$ cat src/rtl/wishbone_bus_mux_if.sv
// Bus bundle between the CPU data port, the mux and its NSLV memory-mapped slaves.
// The master modport is the environment (CPU plus slaves); the slave modport is the mux itself.
interface wishbone_bus_mux_if #(
   parameter int NSLV   = 4,
   parameter int DATA_W = 32,
   parameter int ADDR_W = 32
);
   logic                     cpu_ce_i;
   logic                     cpu_we_i;
   logic [ADDR_W-1:0]        cpu_addr_i;
   logic [DATA_W-1:0]        cpu_data_i;
   logic [DATA_W/8-1:0]      cpu_sel_i;
   logic [DATA_W-1:0]        cpu_data_o;
   logic                     cpu_stall_o;
   logic                     cpu_err_o;
   logic [NSLV-1:0]          slv_ce_o;
   logic                     slv_we_o;
   logic [ADDR_W-1:0]        slv_addr_o;
   logic [DATA_W-1:0]        slv_data_o;
   logic [DATA_W/8-1:0]      slv_sel_o;
   logic [NSLV*DATA_W-1:0]   slv_data_i;
   logic [NSLV-1:0]          slv_ack_i;

   modport master (
      output cpu_ce_i, cpu_we_i, cpu_addr_i, cpu_data_i, cpu_sel_i, slv_data_i, slv_ack_i,
      input  cpu_data_o, cpu_stall_o, cpu_err_o, slv_ce_o, slv_we_o, slv_addr_o, slv_data_o, slv_sel_o
   );

   modport slave (
      input  cpu_ce_i, cpu_we_i, cpu_addr_i, cpu_data_i, cpu_sel_i, slv_data_i, slv_ack_i,
      output cpu_data_o, cpu_stall_o, cpu_err_o, slv_ce_o, slv_we_o, slv_addr_o, slv_data_o, slv_sel_o
   );
endinterface

$ cat src/rtl/wishbone_bus_mux.sv
// Registered CPU-to-slave bus multiplexer with base/mask decode, one transfer at a time.
// Define WB_MUX_TIMEOUT_EN to add an ack timeout that ends a stuck transfer with a bus error.
module wishbone_bus_mux #(
   parameter int                     NSLV     = 4,
   parameter int                     DATA_W   = 32,
   parameter int                     ADDR_W   = 32,
   parameter logic [NSLV*ADDR_W-1:0] SLV_BASE = {32'h0000_0000, 32'h1000_0000,
                                                 32'h0200_0000, 32'h0000_0000},
   parameter logic [NSLV*ADDR_W-1:0] SLV_MASK = {32'hFF00_0000, 32'hFFFF_F000,
                                                 32'hFFFF_0000, 32'hFFFF_0000},
   parameter int                     TIMEOUT  = 15
) (
   input  logic               clk,
   input  logic               rst,
   wishbone_bus_mux_if.slave  bus
);
   localparam int SEL_W = DATA_W / 8;

   typedef enum logic [1:0] {IDLE, BUSY, DONE} state_e;

   state_e              state_q;
   logic [NSLV-1:0]     slv_ce_q;
   logic                we_q;
   logic [ADDR_W-1:0]   addr_q;
   logic [DATA_W-1:0]   wdata_q;
   logic [SEL_W-1:0]    sel_q;
   logic [DATA_W-1:0]   cpu_data_q;
   logic                err_q;

   logic [NSLV-1:0]     hit_oh;
   logic                hit;
   logic                ack_sel;
   logic [DATA_W-1:0]   rdata_sel;
   logic [DATA_W-1:0]   wdata_d;

`ifdef WB_MUX_TIMEOUT_EN
   localparam logic [7:0] TMO_LAST = 8'(TIMEOUT - 1);
   logic [7:0] timer_q;
   logic [7:0] timer_d;
   assign timer_d = timer_q + 8'd1;
`endif

   // Walk from the top index down so the lowest-index hit is the one left standing.
   always_comb begin
      hit    = 1'b0;
      hit_oh = '0;
      for (int i = NSLV - 1; i >= 0; i--) begin
         if ((bus.cpu_addr_i & SLV_MASK[i*ADDR_W +: ADDR_W]) == SLV_BASE[i*ADDR_W +: ADDR_W]) begin
            hit       = 1'b1;
            hit_oh    = '0;
            hit_oh[i] = 1'b1;
         end
      end
   end

   // The live strobe selects whose ack and data matter; other slaves are ignored.
   always_comb begin
      ack_sel   = 1'b0;
      rdata_sel = '0;
      for (int i = 0; i < NSLV; i++) begin
         if (slv_ce_q[i]) begin
            ack_sel   = bus.slv_ack_i[i];
            rdata_sel = bus.slv_data_i[i*DATA_W +: DATA_W];
         end
      end
   end

   assign wdata_d = bus.cpu_we_i ? bus.cpu_data_i : '0;

   always_ff @(posedge clk or posedge rst) begin
      if (rst) begin
         state_q    <= IDLE;
         slv_ce_q   <= '0;
         we_q       <= 1'b0;
         addr_q     <= '0;
         wdata_q    <= '0;
         sel_q      <= '0;
         cpu_data_q <= '0;
         err_q      <= 1'b0;
`ifdef WB_MUX_TIMEOUT_EN
         timer_q    <= '0;
`endif
      end else begin
         case (state_q)
            IDLE: begin
               err_q <= 1'b0;
               if (bus.cpu_ce_i) begin
                  we_q    <= bus.cpu_we_i;
                  addr_q  <= bus.cpu_addr_i;
                  wdata_q <= wdata_d;
                  sel_q   <= bus.cpu_sel_i;
                  if (hit) begin
                     slv_ce_q <= hit_oh;
                     state_q  <= BUSY;
`ifdef WB_MUX_TIMEOUT_EN
                     timer_q  <= '0;
`endif
                  end else begin
                     cpu_data_q <= '0;
                     err_q      <= 1'b1;
                     state_q    <= DONE;
                  end
               end
            end
            BUSY: begin
               if (ack_sel) begin
                  slv_ce_q <= '0;
                  if (!we_q) cpu_data_q <= rdata_sel;
                  state_q  <= DONE;
               end
`ifdef WB_MUX_TIMEOUT_EN
               else if (timer_q == TMO_LAST) begin
                  slv_ce_q   <= '0;
                  cpu_data_q <= '0;
                  err_q      <= 1'b1;
                  state_q    <= DONE;
               end else begin
                  timer_q <= timer_d;
               end
`endif
            end
            DONE: begin
               err_q   <= 1'b0;
               state_q <= IDLE;
            end
            default: state_q <= IDLE;
         endcase
      end
   end

   assign bus.cpu_stall_o = bus.cpu_ce_i & (state_q != DONE);
   assign bus.cpu_err_o   = err_q;
   assign bus.cpu_data_o  = cpu_data_q;
   assign bus.slv_ce_o    = slv_ce_q;
   assign bus.slv_we_o    = we_q;
   assign bus.slv_addr_o  = addr_q;
   assign bus.slv_data_o  = wdata_q;
   assign bus.slv_sel_o   = sel_q;
endmodule

$ cat src/flat_wrapper.sv
// flat-port wrapper written by rule: the top's interface ports become plain ports
module wishbone_bus_mux_flat 
#(
   parameter int                     NSLV     = 4,
   parameter int                     DATA_W   = 32,
   parameter int                     ADDR_W   = 32,
   parameter logic [NSLV*ADDR_W-1:0] SLV_BASE = {32'h0000_0000, 32'h1000_0000,
                                                 32'h0200_0000, 32'h0000_0000},
   parameter logic [NSLV*ADDR_W-1:0] SLV_MASK = {32'hFF00_0000, 32'hFFFF_F000,
                                                 32'hFFFF_0000, 32'hFFFF_0000},
   parameter int                     TIMEOUT  = 15
)
  (clk, rst, bus_cpu_ce_i, bus_cpu_we_i, bus_cpu_addr_i, bus_cpu_data_i, bus_cpu_sel_i, bus_slv_data_i, bus_slv_ack_i, bus_cpu_data_o, bus_cpu_stall_o, bus_cpu_err_o, bus_slv_ce_o, bus_slv_we_o, bus_slv_addr_o, bus_slv_data_o, bus_slv_sel_o);
  wishbone_bus_mux_if #(.NSLV(NSLV), .DATA_W(DATA_W), .ADDR_W(ADDR_W)) bus_i ();
  input  logic clk;
  input  logic rst;
  input wire logic [$bits(bus_i.cpu_ce_i)-1:0] bus_cpu_ce_i;
  input wire logic [$bits(bus_i.cpu_we_i)-1:0] bus_cpu_we_i;
  input wire logic [$bits(bus_i.cpu_addr_i)-1:0] bus_cpu_addr_i;
  input wire logic [$bits(bus_i.cpu_data_i)-1:0] bus_cpu_data_i;
  input wire logic [$bits(bus_i.cpu_sel_i)-1:0] bus_cpu_sel_i;
  input wire logic [$bits(bus_i.slv_data_i)-1:0] bus_slv_data_i;
  input wire logic [$bits(bus_i.slv_ack_i)-1:0] bus_slv_ack_i;
  output wire logic [$bits(bus_i.cpu_data_o)-1:0] bus_cpu_data_o;
  output wire logic [$bits(bus_i.cpu_stall_o)-1:0] bus_cpu_stall_o;
  output wire logic [$bits(bus_i.cpu_err_o)-1:0] bus_cpu_err_o;
  output wire logic [$bits(bus_i.slv_ce_o)-1:0] bus_slv_ce_o;
  output wire logic [$bits(bus_i.slv_we_o)-1:0] bus_slv_we_o;
  output wire logic [$bits(bus_i.slv_addr_o)-1:0] bus_slv_addr_o;
  output wire logic [$bits(bus_i.slv_data_o)-1:0] bus_slv_data_o;
  output wire logic [$bits(bus_i.slv_sel_o)-1:0] bus_slv_sel_o;
  assign bus_i.cpu_ce_i = bus_cpu_ce_i;
  assign bus_i.cpu_we_i = bus_cpu_we_i;
  assign bus_i.cpu_addr_i = bus_cpu_addr_i;
  assign bus_i.cpu_data_i = bus_cpu_data_i;
  assign bus_i.cpu_sel_i = bus_cpu_sel_i;
  assign bus_i.slv_data_i = bus_slv_data_i;
  assign bus_i.slv_ack_i = bus_slv_ack_i;
  assign bus_cpu_data_o = bus_i.cpu_data_o;
  assign bus_cpu_stall_o = bus_i.cpu_stall_o;
  assign bus_cpu_err_o = bus_i.cpu_err_o;
  assign bus_slv_ce_o = bus_i.slv_ce_o;
  assign bus_slv_we_o = bus_i.slv_we_o;
  assign bus_slv_addr_o = bus_i.slv_addr_o;
  assign bus_slv_data_o = bus_i.slv_data_o;
  assign bus_slv_sel_o = bus_i.slv_sel_o;
  wishbone_bus_mux #(.NSLV(NSLV), .DATA_W(DATA_W), .ADDR_W(ADDR_W), .SLV_BASE(SLV_BASE), .SLV_MASK(SLV_MASK), .TIMEOUT(TIMEOUT)) u_core (.clk(clk), .rst(rst), .bus(bus_i));
endmodule
$ cat config.mk
export PLATFORM = sky130hd
export DESIGN_NAME = wishbone_bus_mux_flat
export DESIGN_NICKNAME = d
export VERILOG_FILES = /design/src/rtl/wishbone_bus_mux_if.sv /design/src/rtl/wishbone_bus_mux.sv /design/src/flat_wrapper.sv
export SDC_FILE = /design/constraint.sdc
export NUM_CORES = 1
export LEC_CHECK = 0
export CORE_MARGIN = 10
export CORE_UTILIZATION = 35
export DETAILED_ROUTE_END_ITERATION = 12
export HOLD_SLACK_MARGIN = 0.05
export PLACE_DENSITY_LB_ADDON = 0.3
export SLEW_MARGIN = 40
export SYNTH_ARGS = -nofsm -noshare
export SYNTH_HDL_FRONTEND = slang
export SYNTH_SLANG_ARGS = --single-unit
$ cat constraint.sdc
create_clock -name clk -period 5 [get_ports clk]
set_input_delay 0.75 -clock clk [delete_from_list [all_inputs] [get_ports clk]]
set_output_delay 0.75 -clock clk [all_outputs]
set_load 0.03 [all_outputs]
==> flow_summary_export.csv <==
group,metric,value,unit
detailed_routing,drt_iter0_markers,300,
global_routing,overflow,0,
timing,slew_headroom,45.2,%
setup_path,cp_max_fo,3,
detailed_routing,firstDrtPassIters,5,
detailed_routing,post-route-drc-count,0,
global_routing,antenna_found_initial,0,
placed_design,place_area,0.00866,sq mm
timing,setup_viol,0,
synth,synth_compound_area_share,25.5,%
detailed_routing,drt-vias-per-instance,5.00,
synth,synth_top_family_by_area,"compound AO/OA/AOI/OAI gates",
global_routing,grt_pass1_wl,32.8,mm
synth,synth_top_area_share,49.4,%
placed_design,gp_congestion,0.792,
synth,ys_seq_area_share,49.4,%
setup_path,rr_worst_depth,5,
die,die_x,145,microns
clock_network,cts-root-buf,"clkbuf_16",
synth,avgSynthCellArea,9.03,sq um
clock_network,cts_setup_buffers,0,
synth,synth_fp_nets,810,
min_path,min_path_type,"flip-flop to flip-flop",
min_path,worst_hold_startpoint,"u_core.bus.slv_data_o[16]",
cells_and_area,fillers,1379,
die,die_area,0.0210,sq mm
die,fp-row-count,45,
timing,drv_slew,0,
synth,synth_edf_count,0,
pwr,power_leakage,4.02,nW
die,pin_count,311,
setup_path,worst-endpoint-arrival,2.30,ns
global_routing,grtUsageTotal,19.3,%
synth,yosys-top-cells-count,"nand2_1, dfrtp_1, clkbuf_1",
timing,period_minus_slack,3.05,ns
timing,hold_viol,0,
detailed_routing,detail-route-antenna-nets,0,
setup_path,crit_chain,"clkdlybuf4s50_1, a21boi_0, clkdlybuf4s50_1",
synth,synthMuxAreaShare,0,%
setup_path,cp_data_required_time,4.25,ns
clock_network,cts_resized,0,
setup_path,setup.worst_path.class,"input pin to primary output",
synth,synth-simple-area-share,17.3,%
setup_path,crit_path_top_delay_cell,"clkdlybuf4s50_1",
cells_and_area,syn2layout_area_growth,64.0,%
setup_path,cpPeakStageDelay,0.73,ns
pwr,p_per_area,284,mW/mm^2
placed_design,io_buffer_count,310,
placed_design,post-place-ws,1.78,ns
clock_network,cts_made_buffers,9,
clock_network,cts.sinks,108,
timing,worst_pin_slew,0.820,ns
synth,synthCells,606,
flow_run,maxCapViolCount,0,
cells_and_area,antennaDiodeCount,0,
cells_and_area,fin_area,0.00897,sq mm
detailed_routing,wire_per_inst,19.6,microns
min_path,whs_endpoint,"u_core.bus.slv_data_o[16]",
min_path,whs_path_depth,2,
synth,synth_fa_ha_area_share,0,%
synth,ys.flop_type,"dfrtp_1",
die,initial_core_util,35.9,%
setup_path,end_kind,"primary output",
global_routing,first_global_vias,5405,
synth,synthTopCellsByArea,"dfrtp_1, nand2_1, o22ai_2",
synth,yosys.area_share.xor_xnor,0,%
clock_network,holdBufCountCts,0,
clock_network,htree_levels,3,
synth,synth-seq-cells,108,
synth,synth_cell_type_count,38,
setup_path,r2r_end,"u_core.bus.slv_ce_o[1]",
synth,async_reset_ff_share,100,%
setup_path,crit_path_frequent_cell,"clkdlybuf4s50_1",
timing,fmax,328,MHz
detailed_routing,drt_wl_total,21.5,mm
detailed_routing,vias,5490,
clock_network,clkLatencyLatePin,0.35,ns
timing,post-route-period-util,60.9,%
outcome,status,"complete, no violations",
global_routing,grt_max_degree,78,
cells_and_area,drive_above_1_share,7.56,%
synth,synth_top_cell_by_area,"dfrtp_1",
cells_and_area,nets,1085,
timing,fin_ws,1.95,ns
placed_design,dp_hpwl,16.4,mm
setup_path,critPathLaunchType,"input pin",
clock_network,cts_buffer_depth,2,
setup_path,r2r_setup_slack,2.61,ns
timing,tns,0,ns
die,coreArea,0.0153,sq mm
synth,ys.warnings.count,0,
timing,skew,0.00893,ns
synth,syn_area,0.00547,sq mm
die,die_h,145,microns
timing,grt_setup_unrepaired,"false",
synth,yosysMostFrequentCell,"nand2_1",
clock_network,clk_pin_slew,0.07,ns
clock_network,cts_tree,"done",
setup_path,r2r_start,"u_core.state_q[0]",
pwr,irDropWorstVdd,0.000231,V
==> area by class of cell <==
cell class              count  area (sq um)  share of cell area [%]
multi-input cells         404          2380                    26.5
flip-flops and latches    108          2710                    30.2
well taps                 211           264                    2.94
repair buffers            318          3160                    35.2
clock buffers              10           239                    2.66
inverters                  40           155                    1.73
clock inverters             6          71.3                   0.795
==> where the power goes <==
part / total, mW / internal (mW) / switching [mW]
clock: 0.749 / 0.408 / 0.341
combinational: 0.792 / 0.366 / 0.427
sequential: 1.01 / 0.950 / 0.0554
==> routing by layer <==
layer	vias to the layer above	share of wire, %	track usage (%)
li1	2661	-	-
met1	2583	42	23.3
met2	229	47	30.3
met3	17	11	9.19
met4	0	1.1	4.75
met5	-	0	0
==> placed cells by master (no fill, tap or decap), drive strengths merged, types with 2 or more instances in the layout <==
cell type / Yosys / layout
clkdlybuf4s50: 0 / 310
nand2: 175 / 175
dfrtp: 108 / 108
inv: 40 / 42
nand3: 35 / 35
o21ai: 34 / 34
a21oi: 33 / 33
o22ai: 33 / 33
a221o: 32 / 32
a22oi: 32 / 32
clkbuf: 44 / 10
buf: 10 / 8
nor2: 5 / 5
o32ai: 4 / 4
nor4: 2 / 2
nor2b: 2 / 2
nor3b: 2 / 2
or2: 2 / 2
clkinv: 0 / 2
==> how the worst max path moves through the flow <==
| stage | cells after the start | to | from |
|---|---|---|---|
| 3_5_place_dp | 6 | u_core.bus.slv_ce_o[1] | bus_cpu_ce_i |
| 5_1_grt | 2 | bus_slv_ce_o[3] | u_core.bus.slv_ce_o[3] |
| 3_3_place_gp | 5 | u_core.bus.cpu_err_o | bus_cpu_addr_i[16] |
| 2_1_floorplan | 1 | u_core.bus.cpu_data_o[0] | rst |
| 6_report | 3 | bus_cpu_stall_o | bus_cpu_ce_i |
| 4_1_cts | 3 | bus_cpu_stall_o | bus_cpu_ce_i |
==> critical path: cells and delay by family <==
family | cells | cell delay, ns
AOI/OAI and AO/OA | 1 | 0.28
buffers and inverters | 2 | 1.27
==> sequential cells by signal, summed over array words and instances, names as in the netlist <==
register,cells
u_core.bus.cpu_data_o,32
u_core.bus.slv_we_o,1
u_core.bus.cpu_err_o,1
u_core.bus.slv_sel_o,4
u_core.bus.slv_ce_o,4
u_core.state_q,2
u_core.bus.slv_data_o,32
u_core.bus.slv_addr_o,32
==> through the flow <==
stage	instances	power [mW]	hold WS, ns	utilization (%)
2_1_floorplan	606	1.42	0.522	-
3_3_place_gp	1081	1.82	0.449	56.7
3_5_place_dp	1081	1.82	0.455	56.8
4_1_cts	1097	2.58	0.472	58.8
5_1_grt	1097	2.67	0.489	58.8
6_report	1097	2.55	0.467	58.8
==> cell families after synthesis <==
logic type	count (synthesis)
AOI/OAI and AO/OA	176
buffers and inverters	94
DFF	108
and+or+nand+nor	228
Power figures use the tool's default switching activity.
